## config.mk

```make
export PLATFORM = sky130hd
export DESIGN_NAME = strobe_lock_monitor_flat
export DESIGN_NICKNAME = d
export VERILOG_FILES = /design/src/rtl/strobe_lock_monitor_if.sv /design/src/rtl/strobe_lock_monitor.sv /design/src/flat_wrapper.sv
export SDC_FILE = /design/constraint.sdc
export NUM_CORES = 1
export LEC_CHECK = 0
export BUFFER_PORTS_ARGS = -buffer_cell sky130_fd_sc_hd__buf_4
export CORE_MARGIN = 1.5
export CORE_UTILIZATION = 45
export DETAILED_ROUTE_END_ITERATION = 10
export GPL_TIMING_DRIVEN = 0
export PLACE_DENSITY = 0.66
export SLEW_MARGIN = 10
export SYNTH_ARGS = -nofsm -noshare
export SYNTH_HDL_FRONTEND = slang
export SYNTH_SLANG_ARGS = --single-unit
```

## constraint.sdc

```tcl
create_clock -name clock -period 2.8 [get_ports clock]
set_input_delay 0.56 -clock clock [delete_from_list [all_inputs] [get_ports clock]]
set_output_delay 0.56 -clock clock [all_outputs]
set_load 0.005 [all_outputs]
```

## src/rtl/strobe_lock_monitor_if.sv

```systemverilog
// Signal bundle between the clock-divider side and the strobe lock monitor.
// strobe is a single-cycle qualifier with no backpressure; unlock is sampled every cycle.
interface strobe_lock_monitor_if #(
    parameter int CW = 8
);
    logic          enable;
    logic          strobe;
    logic          unlock;
    logic          err_clr;
    logic          locked;
    logic          period_err;
    logic          window_err;
    logic [CW-1:0] phase;
    logic [CW-1:0] last_period;
    logic [15:0]   err_count;

    modport master (
        output enable, strobe, unlock, err_clr,
        input  locked, period_err, window_err, phase, last_period, err_count
    );

    modport slave (
        input  enable, strobe, unlock, err_clr,
        output locked, period_err, window_err, phase, last_period, err_count
    );
endinterface

```

## src/rtl/strobe_lock_monitor.sv

```systemverilog
// Fast-clock checker for the divided strobe and unlock window: measures strobe
// intervals, checks window phase, tracks lock and counts error events.
module strobe_lock_monitor #(
    parameter int PERIOD    = 15,
    parameter int TOL       = 0,
    parameter int WIN_START = 2,
    parameter int WIN_END   = 13,
    parameter int LOCK_N    = 4,
    parameter int UNLOCK_N  = 2,
    parameter int CW        = 8
) (
    input  logic                 clock,
    input  logic                 reset_n,
    strobe_lock_monitor_if.slave bus,
    output logic [1:0]           o_dbg_state
);
    localparam int GW = $clog2(LOCK_N + 1);
    localparam int BW = $clog2(UNLOCK_N + 1);
    localparam logic [GW-1:0] LOCK_V   = GW'(LOCK_N);
    localparam logic [BW-1:0] UNLOCK_V = BW'(UNLOCK_N);

    typedef enum logic [1:0] {
        S_SEARCH  = 2'd0,
        S_ACQUIRE = 2'd1,
        S_LOCKED  = 2'd2
    } state_t;

    state_t        r_state;
    logic [CW-1:0] r_cnt;
    logic [CW-1:0] r_last_period;
    logic [GW-1:0] r_good_cnt;
    logic [BW-1:0] r_bad_cnt;
    logic          r_win_bad;
    logic          r_locked;
    logic          r_period_err;
    logic          r_window_err;
    logic [15:0]   r_err_count;

    logic [CW-1:0] w_p;
    int            w_p_i;
    int            w_cnt_i;
    logic          w_active;
    logic          w_exp_unlock;
    logic          w_mismatch;
    logic          w_meas_ok;
    logic          w_bad_interval;
    logic          w_timeout;
    logic          w_good;
    logic          w_err_event;
    logic [GW-1:0] w_good_inc;
    logic [BW-1:0] w_bad_inc;
    logic [CW-1:0] w_cnt_inc;

    always_comb begin
        w_active       = (r_state != S_SEARCH);
        w_p            = bus.strobe ? '0 : r_cnt;
        w_p_i          = 32'(w_p);
        w_cnt_i        = 32'(r_cnt);
        w_exp_unlock   = (w_p_i >= WIN_START) && (w_p_i <= WIN_END);
        w_mismatch     = w_active && (bus.unlock != w_exp_unlock);
        w_meas_ok      = (w_cnt_i >= PERIOD - TOL) && (w_cnt_i <= PERIOD + TOL);
        w_bad_interval = w_active && bus.strobe && !w_meas_ok;
        // Reaching the upper tolerance without a strobe means the strobe is already late.
        w_timeout      = w_active && !bus.strobe && (w_cnt_i == PERIOD + TOL);
        // r_win_bad is the pre-strobe value, so a strobe-cycle mismatch lands in the next period.
        w_good         = w_meas_ok && !r_win_bad;
        w_err_event    = w_mismatch || w_bad_interval || w_timeout;
        w_good_inc     = r_good_cnt + GW'(1);
        w_bad_inc      = r_bad_cnt + BW'(1);
        w_cnt_inc      = (r_cnt == '1) ? r_cnt : r_cnt + CW'(1);
    end

    always_ff @(posedge clock or negedge reset_n) begin
        if (!reset_n) begin
            r_state       <= S_SEARCH;
            r_cnt         <= '0;
            r_last_period <= '0;
            r_good_cnt    <= '0;
            r_bad_cnt     <= '0;
            r_win_bad     <= 1'b0;
            r_locked      <= 1'b0;
            r_period_err  <= 1'b0;
            r_window_err  <= 1'b0;
            r_err_count   <= '0;
        end else if (!bus.enable) begin
            r_state      <= S_SEARCH;
            r_cnt        <= '0;
            r_good_cnt   <= '0;
            r_bad_cnt    <= '0;
            r_win_bad    <= 1'b0;
            r_locked     <= 1'b0;
            r_period_err <= 1'b0;
            r_window_err <= 1'b0;
            if (bus.err_clr) r_err_count <= '0;
        end else begin
            r_window_err <= w_mismatch;
            r_period_err <= w_bad_interval || w_timeout;

            if (bus.err_clr)                             r_err_count <= '0;
            else if (w_err_event && r_err_count != '1)   r_err_count <= r_err_count + 16'd1;

            if (w_active && bus.strobe) r_last_period <= r_cnt;

            if (bus.strobe) r_win_bad <= w_mismatch;
            else            r_win_bad <= r_win_bad | w_mismatch;

            r_cnt <= bus.strobe ? CW'(1) : w_cnt_inc;

            case (r_state)
                S_SEARCH: begin
                    r_cnt <= '0;
                    if (bus.strobe) begin
                        r_state    <= S_ACQUIRE;
                        r_cnt      <= CW'(1);
                        r_good_cnt <= '0;
                        r_bad_cnt  <= '0;
                    end
                end
                S_ACQUIRE: begin
                    if (w_timeout) begin
                        r_state    <= S_SEARCH;
                        r_cnt      <= '0;
                        r_good_cnt <= '0;
                        r_win_bad  <= 1'b0;
                    end else if (bus.strobe) begin
                        if (!w_good) begin
                            r_good_cnt <= '0;
                        end else if (w_good_inc == LOCK_V) begin
                            r_state    <= S_LOCKED;
                            r_locked   <= 1'b1;
                            r_good_cnt <= '0;
                            r_bad_cnt  <= '0;
                        end else begin
                            r_good_cnt <= w_good_inc;
                        end
                    end
                end
                S_LOCKED: begin
                    if (w_timeout) begin
                        r_state    <= S_SEARCH;
                        r_locked   <= 1'b0;
                        r_cnt      <= '0;
                        r_good_cnt <= '0;
                        r_bad_cnt  <= '0;
                        r_win_bad  <= 1'b0;
                    end else if (bus.strobe) begin
                        if (w_good) begin
                            r_bad_cnt <= '0;
                        end else if (w_bad_inc == UNLOCK_V) begin
                            // This strobe becomes the reference for reacquisition.
                            r_state    <= S_ACQUIRE;
                            r_locked   <= 1'b0;
                            r_good_cnt <= '0;
                            r_bad_cnt  <= '0;
                        end else begin
                            r_bad_cnt <= w_bad_inc;
                        end
                    end
                end
                default: begin
                    r_state  <= S_SEARCH;
                    r_locked <= 1'b0;
                    r_cnt    <= '0;
                end
            endcase
        end
    end

    assign bus.locked      = r_locked;
    assign bus.period_err  = r_period_err;
    assign bus.window_err  = r_window_err;
    assign bus.phase       = r_cnt;
    assign bus.last_period = r_last_period;
    assign bus.err_count   = r_err_count;
    assign o_dbg_state     = r_state;
endmodule

```

## src/flat_wrapper.sv

```systemverilog
// flat-port wrapper written by rule: the top's interface ports become plain ports
module strobe_lock_monitor_flat 
#(
    parameter int PERIOD    = 15,
    parameter int TOL       = 0,
    parameter int WIN_START = 2,
    parameter int WIN_END   = 13,
    parameter int LOCK_N    = 4,
    parameter int UNLOCK_N  = 2,
    parameter int CW        = 8
)
  (clock, reset_n, o_dbg_state, bus_enable, bus_strobe, bus_unlock, bus_err_clr, bus_locked, bus_period_err, bus_window_err, bus_phase, bus_last_period, bus_err_count);
  strobe_lock_monitor_if #(.CW(CW)) bus_i ();
  input  logic clock;
  input  logic reset_n;
  output logic [1:0] o_dbg_state;
  input wire logic [$bits(bus_i.enable)-1:0] bus_enable;
  input wire logic [$bits(bus_i.strobe)-1:0] bus_strobe;
  input wire logic [$bits(bus_i.unlock)-1:0] bus_unlock;
  input wire logic [$bits(bus_i.err_clr)-1:0] bus_err_clr;
  output wire logic [$bits(bus_i.locked)-1:0] bus_locked;
  output wire logic [$bits(bus_i.period_err)-1:0] bus_period_err;
  output wire logic [$bits(bus_i.window_err)-1:0] bus_window_err;
  output wire logic [$bits(bus_i.phase)-1:0] bus_phase;
  output wire logic [$bits(bus_i.last_period)-1:0] bus_last_period;
  output wire logic [$bits(bus_i.err_count)-1:0] bus_err_count;
  assign bus_i.enable = bus_enable;
  assign bus_i.strobe = bus_strobe;
  assign bus_i.unlock = bus_unlock;
  assign bus_i.err_clr = bus_err_clr;
  assign bus_locked = bus_i.locked;
  assign bus_period_err = bus_i.period_err;
  assign bus_window_err = bus_i.window_err;
  assign bus_phase = bus_i.phase;
  assign bus_last_period = bus_i.last_period;
  assign bus_err_count = bus_i.err_count;
  strobe_lock_monitor #(.PERIOD(PERIOD), .TOL(TOL), .WIN_START(WIN_START), .WIN_END(WIN_END), .LOCK_N(LOCK_N), .UNLOCK_N(UNLOCK_N), .CW(CW)) u_core (.clock(clock), .reset_n(reset_n), .bus(bus_i), .o_dbg_state(o_dbg_state));
endmodule
```

# After elaboration in Yosys (flattened, before gate mapping)
# Index checks and enable logic that the tools add are counted.
[totals] register_bits=43 input_bits=6 out_inout_bits=37 word_cells=127
[op_classes] addsub=4 magnitude_cmp=4 eq_ne=22 n_mux=60 bitwise=1 reduce_logical=26
[ops] operator="16-bit 2-to-1 mux" count=4
[ops] operator="2-bit 2-to-1 mux" count=20
[ops] operator="8-bit 2-to-1 mux" count=5
[ops] operator="3-bit 2-to-1 mux" count=10
[ops] operator="16-bit by 1-bit adder with 16-bit output, second input constant" count=1
[ops] operator="8-bit by 4-bit <= comparator with 1-bit output, second input constant" count=2
[ops] operator="1-bit 2-to-1 mux" count=16
[ops] operator="16-bit inequality test, second input constant" count=1
[ops] operator="8-bit one-hot mux with 2 select lines" count=1
[ops] operator="7-bit AND reduction" count=2
[ops] operator="4-bit by 2-bit inequality test with 1-bit output, second input constant" count=3
[ops] operator="4-bit by 3-bit inequality test with 1-bit output, second input constant" count=3
[ops] operator="2-bit one-hot mux with 3 select lines" count=2
[ops] operator="1-bit logical AND" count=9
[ops] operator="3-bit inequality test, second input constant" count=3
[ops] operator="3-bit one-hot mux with 3 select lines" count=1
[ops] operator="8-bit by 1-bit adder with 8-bit output, second input constant" count=1
[ops] operator="8-bit by 5-bit == test with 1-bit output, second input constant" count=1
[ops] operator="8-bit == test, second input constant" count=1
[ops] operator="8-bit by 2-bit >= comparator with 1-bit output, second input constant" count=1
[ops] operator="8-bit by 4-bit >= comparator with 1-bit output, second input constant" count=1
[ops] operator="8-bit AND reduction" count=1
[ops] operator="3-bit by 2-bit inequality test with 1-bit output, second input constant" count=2
[ops] operator="6-bit AND reduction" count=1
[ops] operator="17 further kinds" count=25

# Logic depth before layout (Yosys ltp)
[depth] ltp_word=11 ltp_mapped=9 depth_no_buf=7

# Least setup slack after synthesis
# Ideal clock, no wire load.
[synth_timing] path_type="reg-to-reg" start="register u_core.r_cnt[5], in the netlist u_core.bus.phase[5]" end="register u_core.r_good_cnt[2]" setup_ns=0.078 t_arrival_ns=2.225 t_required_ns=2.722 path_slack_ns=0.497 path_stages_with_launch=6 path_buffers=1 synth_period_minus_slack_ns=2.303 cell_sequence="dfrtp_1 > or4_1 > buf_2 > or4_4 > or4b_1 > o21ai_1"
[synth_via] elab_chain_len=8 word_cells_on_any_way=17
[synth_lines] item="start: declaration" line_no="strobe_lock_monitor.sv:29" text="logic [CW-1:0] r_cnt;"
[synth_lines] item="start signal: assignment" line_no="strobe_lock_monitor.sv:107" text="r_cnt <= bus.strobe ? CW'(1) : w_cnt_inc;"
[synth_lines] item="8-bit by 4-bit >= comparator with 1-bit output / 8-bit by 4-bit <= comparator with 1-bit output (equally long branches)" line_no="strobe_lock_monitor.sv:61" text="w_meas_ok = (w_cnt_i >= PERIOD - TOL) && (w_cnt_i <= PERIOD + TOL);"
[synth_lines] item="1-bit logical AND" line_no="strobe_lock_monitor.sv:61"
[synth_lines] item="1-bit logical AND" line_no="strobe_lock_monitor.sv:66" text="w_good = w_meas_ok && !r_win_bad;"
[synth_lines] item="3-bit 2-to-1 mux" line_no="strobe_lock_monitor.sv:126" text="if (!w_good) begin"
[synth_lines] item="3-bit 2-to-1 mux" line_no="strobe_lock_monitor.sv:125" text="end else if (bus.strobe) begin"
[synth_lines] item="3-bit 2-to-1 mux" line_no="strobe_lock_monitor.sv:120" text="if (w_timeout) begin"
[synth_lines] item="3-bit one-hot mux with 3 select lines" line_no="strobe_lock_monitor.sv:109" text="case (r_state)"
[synth_lines] item="3-bit 2-to-1 mux" line_no="strobe_lock_monitor.sv:85" text="end else if (!bus.enable) begin"
[synth_lines] item="end signal: assignment" line_no="strobe_lock_monitor.sv:134" text="r_good_cnt <= w_good_inc;"
[synth_lines] item="end: declaration" line_no="strobe_lock_monitor.sv:31" text="logic [GW-1:0] r_good_cnt;"
# Parallel ways exist; a longest one is shown, timed or not. The select of a mux whose other input is x is not followed.
# A chain may end at the register's enable or synchronous reset.

# Worst setup path in the final report
[layout_timing] start="register u_core.r_cnt[5], in the netlist u_core.bus.phase[5]" end="register u_core.r_err_count[5], in the netlist u_core.bus.err_count[5]"
[layout_via] elab_chain_len=10 word_cells_on_any_way=18
[layout_lines] item="8-bit 2-to-1 mux" line_no="strobe_lock_monitor.sv:56" text="w_p = bus.strobe ? '0 : r_cnt;"
[layout_lines] item="8-bit by 2-bit >= comparator with 1-bit output / 8-bit by 4-bit <= comparator with 1-bit output (equally long branches)" line_no="strobe_lock_monitor.sv:59" text="w_exp_unlock = (w_p_i >= WIN_START) && (w_p_i <= WIN_END);"
[layout_lines] item="1-bit logical AND" line_no="strobe_lock_monitor.sv:59"
[layout_lines] item="1-bit inequality test" line_no="strobe_lock_monitor.sv:60" text="w_mismatch = w_active && (bus.unlock != w_exp_unlock);"
[layout_lines] item="1-bit logical AND" line_no="strobe_lock_monitor.sv:60"
[layout_lines] item="1-bit logical OR" line_no="strobe_lock_monitor.sv:67" text="w_err_event = w_mismatch || w_bad_interval || w_timeout;"
[layout_lines] item="1-bit logical OR (*)" line_no="strobe_lock_monitor.sv:67"
[layout_lines] item="1-bit logical AND (*)" line_no="strobe_lock_monitor.sv:100" text="else if (w_err_event && r_err_count != '1) r_err_count <= r_err_count + 16'd1;"
[layout_lines] item="2-bit nonzero test (no source line) (*)"
[layout_lines] item="2-bit AND reduction (no source line) (*)"
[layout_lines] item="end signal: assignment" line_no="strobe_lock_monitor.sv:100"
[layout_lines] item="end: declaration" line_no="strobe_lock_monitor.sv:37" text="logic [15:0] r_err_count;"
# Every way passes the cells marked *; elsewhere a longest branch is shown, timed or not.

==> summary by stage <==
Outcome
The run finished with clean final reports.

Power
VDD sags by at most 0.3386 mV. The power density of the placed cells is 560.6 nW/um^2. For this design the static power due to leakage is 1.347 nW.

Synth
For this run, asynchronously set or reset flops after synthesis account for 100.0%. For this run, the leading register cell type out of synthesis is dfrtp_1. The average size of a mapped cell is 9.136 um^2. After synthesis, the cell types taking the most area are dfrtp_1 (41%), ha_1 (3.8%), o31ai_1 (3.7%). The share of the Yosys chip area taken by registers is 41.33%. The post-synth net total is 299. Summing every instance area after synthesis gives 2604 um^2. The count of flip-flops with a built-in enable after synthesis is 0. The cell type with the largest total area after synthesis is dfrtp_1. The distinct cell type count of the synthesized netlist is 50.

The fraction of synthesized cell area taken by the top area cell type is 41.33%. The number of warnings reported in the yosys synthesis log is 0. In the synthesized netlist, the cells that appear most often are dfrtp_1 (43), nand2_1 (20), o21ai_0 (18), nand3_1 (17). By instance count, the leading cell after synthesis is dfrtp_1. The total of flip-flops plus latches after synthesis is 43.

The cell count after synthesis is 285.

Clock tree
Counting every sink on the clock net gives 43. The clock reaches the later pin of the worst-skew pair after 300 ps. In this run the deepest clock path goes through 2 buffers. Clock tree synthesis inserted a total of 5 buffers. The number of buffers added to fix hold violations after cts is 0. Clock tree synthesis selected as its root buffer the cell clkbuf_8.

After clock tree synthesis, the clock-pin slew on the worst setup and hold paths is 90 ps. TritonCTS built the clock tree. The number of gates resized after cts is 0. The number of setup buffers added after CTS is 0. The H-tree was split into 2 levels.

Route
For this block, the initial DRC count from the detailed router was 170. After detailed routing, the average wire length per cell comes to 15.91 um. The routed layout has 2,397 vias.

The post-detailed-route count of antenna-violating nets is 0. The detail-routed via count per cell is 5.919. The number of DRC violations after detailed routing is 0. The first TritonRoute pass finished after 4 iterations. Wires add up to 6442 um.

Global route
The global routing usage summed across all routing layers is 21.84%. The pin count of the biggest net entering global routing is 44. The number of antenna violations at the first check in global routing is 0. The number of global-route vias before repair is 2,166. The remaining global-route overflow is 0. The global-route wire length before repair is 10,740 um.

Placement
Summing all placed instances gives a cell area of 2994 um^2. The number of placed instances, taps included, is 397. Buffers placed on the I/O ports in this run total 40. The HPWL after detailed placement is 4482 um. Routability-driven placement finished with a final weighted congestion of 0.8619.

Layout
The footprint of the flip-flops and latches is 1076 um^2. The number of fill cells in the layout is 522. The cell area after layout is 3093 um^2. The net count of the finished layout is 346. The antenna diode instance count is 0.

Measured on the finished design, the core utilization comes to 55.83%. Leaving out filler cells and counting taps, the final layout contains 405. Of the cells placed in the final design, the portion with a size suffix greater than 1 is 21.02%. The multi-input combinational cells in the finished layout cover a total of 1433 um^2. The layout-stage area growth over the synthesis result is 18.79%.

Die
The floorplan step defined a die boundary enclosing 6251 um^2. The core region is 5540 um^2. For this configuration, the core starts out at a cell density of 47.00%. The boundary pin count is 43.

The floorplan step set the die width to 79.07 um. In this run the core area contains 27 standard-cell rows. The height of the die is 79.07 um.

Timing
On the final layout, the worst hold slack is 227.2 ps. The portion of the clock cycle consumed by the worst path in the final layout is 96.12%. The number of failing hold endpoints at the final stage was 0.

Setup violations remaining at the end of the flow were counted as 0. The achievable clock frequency is 371.6 MHz. Setup repair after global routing left no endpoint under its margin. The number of pins with negative max-slew slack in the final report is 0. The final setup skew is 12.28 ps. At the pin with the least slew margin, the transition time is 1009 ps.

For the finished layout, the period the worst path requires is 2691 ps. Headroom to the max-slew limit came out at 31.65%. The post-route setup TNS is 0 ps.

Setup path
The cell depth of the worst flop-to-flop path is 8. The worst endpoint data arrival time is 2910 ps. By startpoint and endpoint, the worst setup path is classified as flip-flop to flip-flop. Of all nets on the critical path, the largest fanout is 10. The nature of the critical path endpoint is a flip-flop.

The worst setup path is launched from a flip-flop. The critical path data required time is 3020 ps.

Flow run
Max-cap violations in this run came to 0.

Worst hold path
The kind of path behind the tightest hold check is input port to async pin.
## layout by cell type (no fill, tap or decap), types with 2 or more instances in the layout
| master | synthesis | routed |
|---|---|---|
| mux2_1 | 2 | 2 |
| nor2_1 | 14 | 14 |
| a311oi_1 | 3 | 3 |
| o31a_1 | 2 | 2 |
| o211ai_1 | 3 | 3 |
| and4_1 | 2 | 2 |
| o41ai_1 | 3 | 3 |
| o21ai_1 | 2 | 2 |
| o31ai_1 | 13 | 13 |
| buf_2 | 6 | 6 |
| inv_1 | 8 | 8 |
| buf_4 | 0 | 40 |
| or2_2 | 4 | 4 |
| xnor2_1 | 2 | 2 |
| nand2b_1 | 4 | 4 |
| a211o_1 | 2 | 2 |
| nand3b_1 | 4 | 4 |
| o21ai_0 | 18 | 18 |
| nand4_1 | 5 | 5 |
| or4_1 | 12 | 12 |
| nand4b_1 | 2 | 2 |
| dfrtp_1 | 43 | 43 |
| or3_1 | 2 | 2 |
| o21bai_1 | 2 | 2 |
| nand2_1 | 20 | 20 |
| clkbuf_1 | 12 | 13 |
| nand3_1 | 17 | 16 |
| and3_1 | 9 | 9 |
| ha_1 | 8 | 8 |
| nor3_1 | 4 | 4 |
| o22ai_1 | 2 | 2 |
| or4b_1 | 2 | 2 |
| and2_1 | 2 | 2 |
| a31oi_1 | 7 | 7 |
| mux2_2 | 7 | 7 |
| a21oi_1 | 14 | 14 |
| nor2b_1 | 9 | 9 |
| clkbuf_8 | 0 | 5 |
## routing by layer
layer  part of all wire (%)  GRT usage [%]  vias to the layer above
met5                      0              0                        -
met4                    1.0          5.614                        0
met3                    4.5          4.598                        7
met2                     45          32.91                       53
met1                     49          31.85                     1162
li1                       -              -                     1175
## metrics by stage
stage,total power [mW],worst slack [ps]
2_1_floorplan,1.143,497.3
3_3_place_gp,1.339,153.4
3_5_place_dp,1.347,129.3
4_1_cts,1.747,102.2
5_1_grt,1.855,0.5982
6_report,1.734,108.7
## kinds of logic after synthesis
family,Yosys count,synth area share [%]
DFF,43,41.33
xor gates and xnor gates,3,1.009
muxes,10,4.277
AOI/OAI and AO/OA,77,19.27
buffers and inverters,27,4.181
and+or+nand+nor,117,26.09
adders and majority gates,8,3.844
## flip-flops by register name (all words and copies together) (netlist names), 2 cells and up
name / count
u_core.r_good_cnt: 3
u_core.o_dbg_state: 2
u_core.r_bad_cnt: 2
u_core.bus.phase: 8
u_core.bus.err_count: 16
u_core.bus.last_period: 8
## worst max-delay path: stages, from the launching register on
cell	delay (ps)
dfrtp_1	500
or4_1	550
buf_2	170
o41ai_1	320
a211o_1	250
buf_2	250
buf_2	260
o21ai_0	110
a31oi_1	190
## path summary, 6_finish.rpt
| check | end | slack (ps) | startpoint |
|---|---|---|---|
| setup / recovery | u_core.bus.err_count[5]$_DFFE_PN0P_ | 110 | u_core.bus.phase[5]$_DFFE_PN0P_ |
| hold / removal | u_core.bus.err_count[11]$_DFFE_PN0P_ | 230 | reset_n |
| setup reg to reg | u_core.bus.err_count[5]$_DFFE_PN0P_ | 110 | u_core.bus.phase[5]$_DFFE_PN0P_ |
| hold reg to reg | u_core.bus.last_period[4]$_DFFE_PN0P_ | 500 | u_core.bus.last_period[4]$_DFFE_PN0P_ |
| max in group asynchronous | u_core.bus.last_period[0]$_DFFE_PN0P_ | 2170 | reset_n |
| min in group clock | u_core.bus.last_period[4]$_DFFE_PN0P_ | 500 | u_core.bus.last_period[4]$_DFFE_PN0P_ |
## report_power, final
part | switching [mW] | internal, mW
combinational | 0.349 | 0.264
clock | 0.217 | 0.175
sequential | 0.0587 | 0.670
## area by class of cell
cell class / count / area share [%]
buffer: 19 / 2.549
sequential: 43 / 34.79
clock inverter: 2 / 0.4045
tap: 72 / 2.913
clock buffer: 6 / 2.346
timing repair buffer: 40 / 9.709
inverter: 8 / 0.9709
multi-input combinational: 215 / 46.32
(Power assumes the default switching activity.)
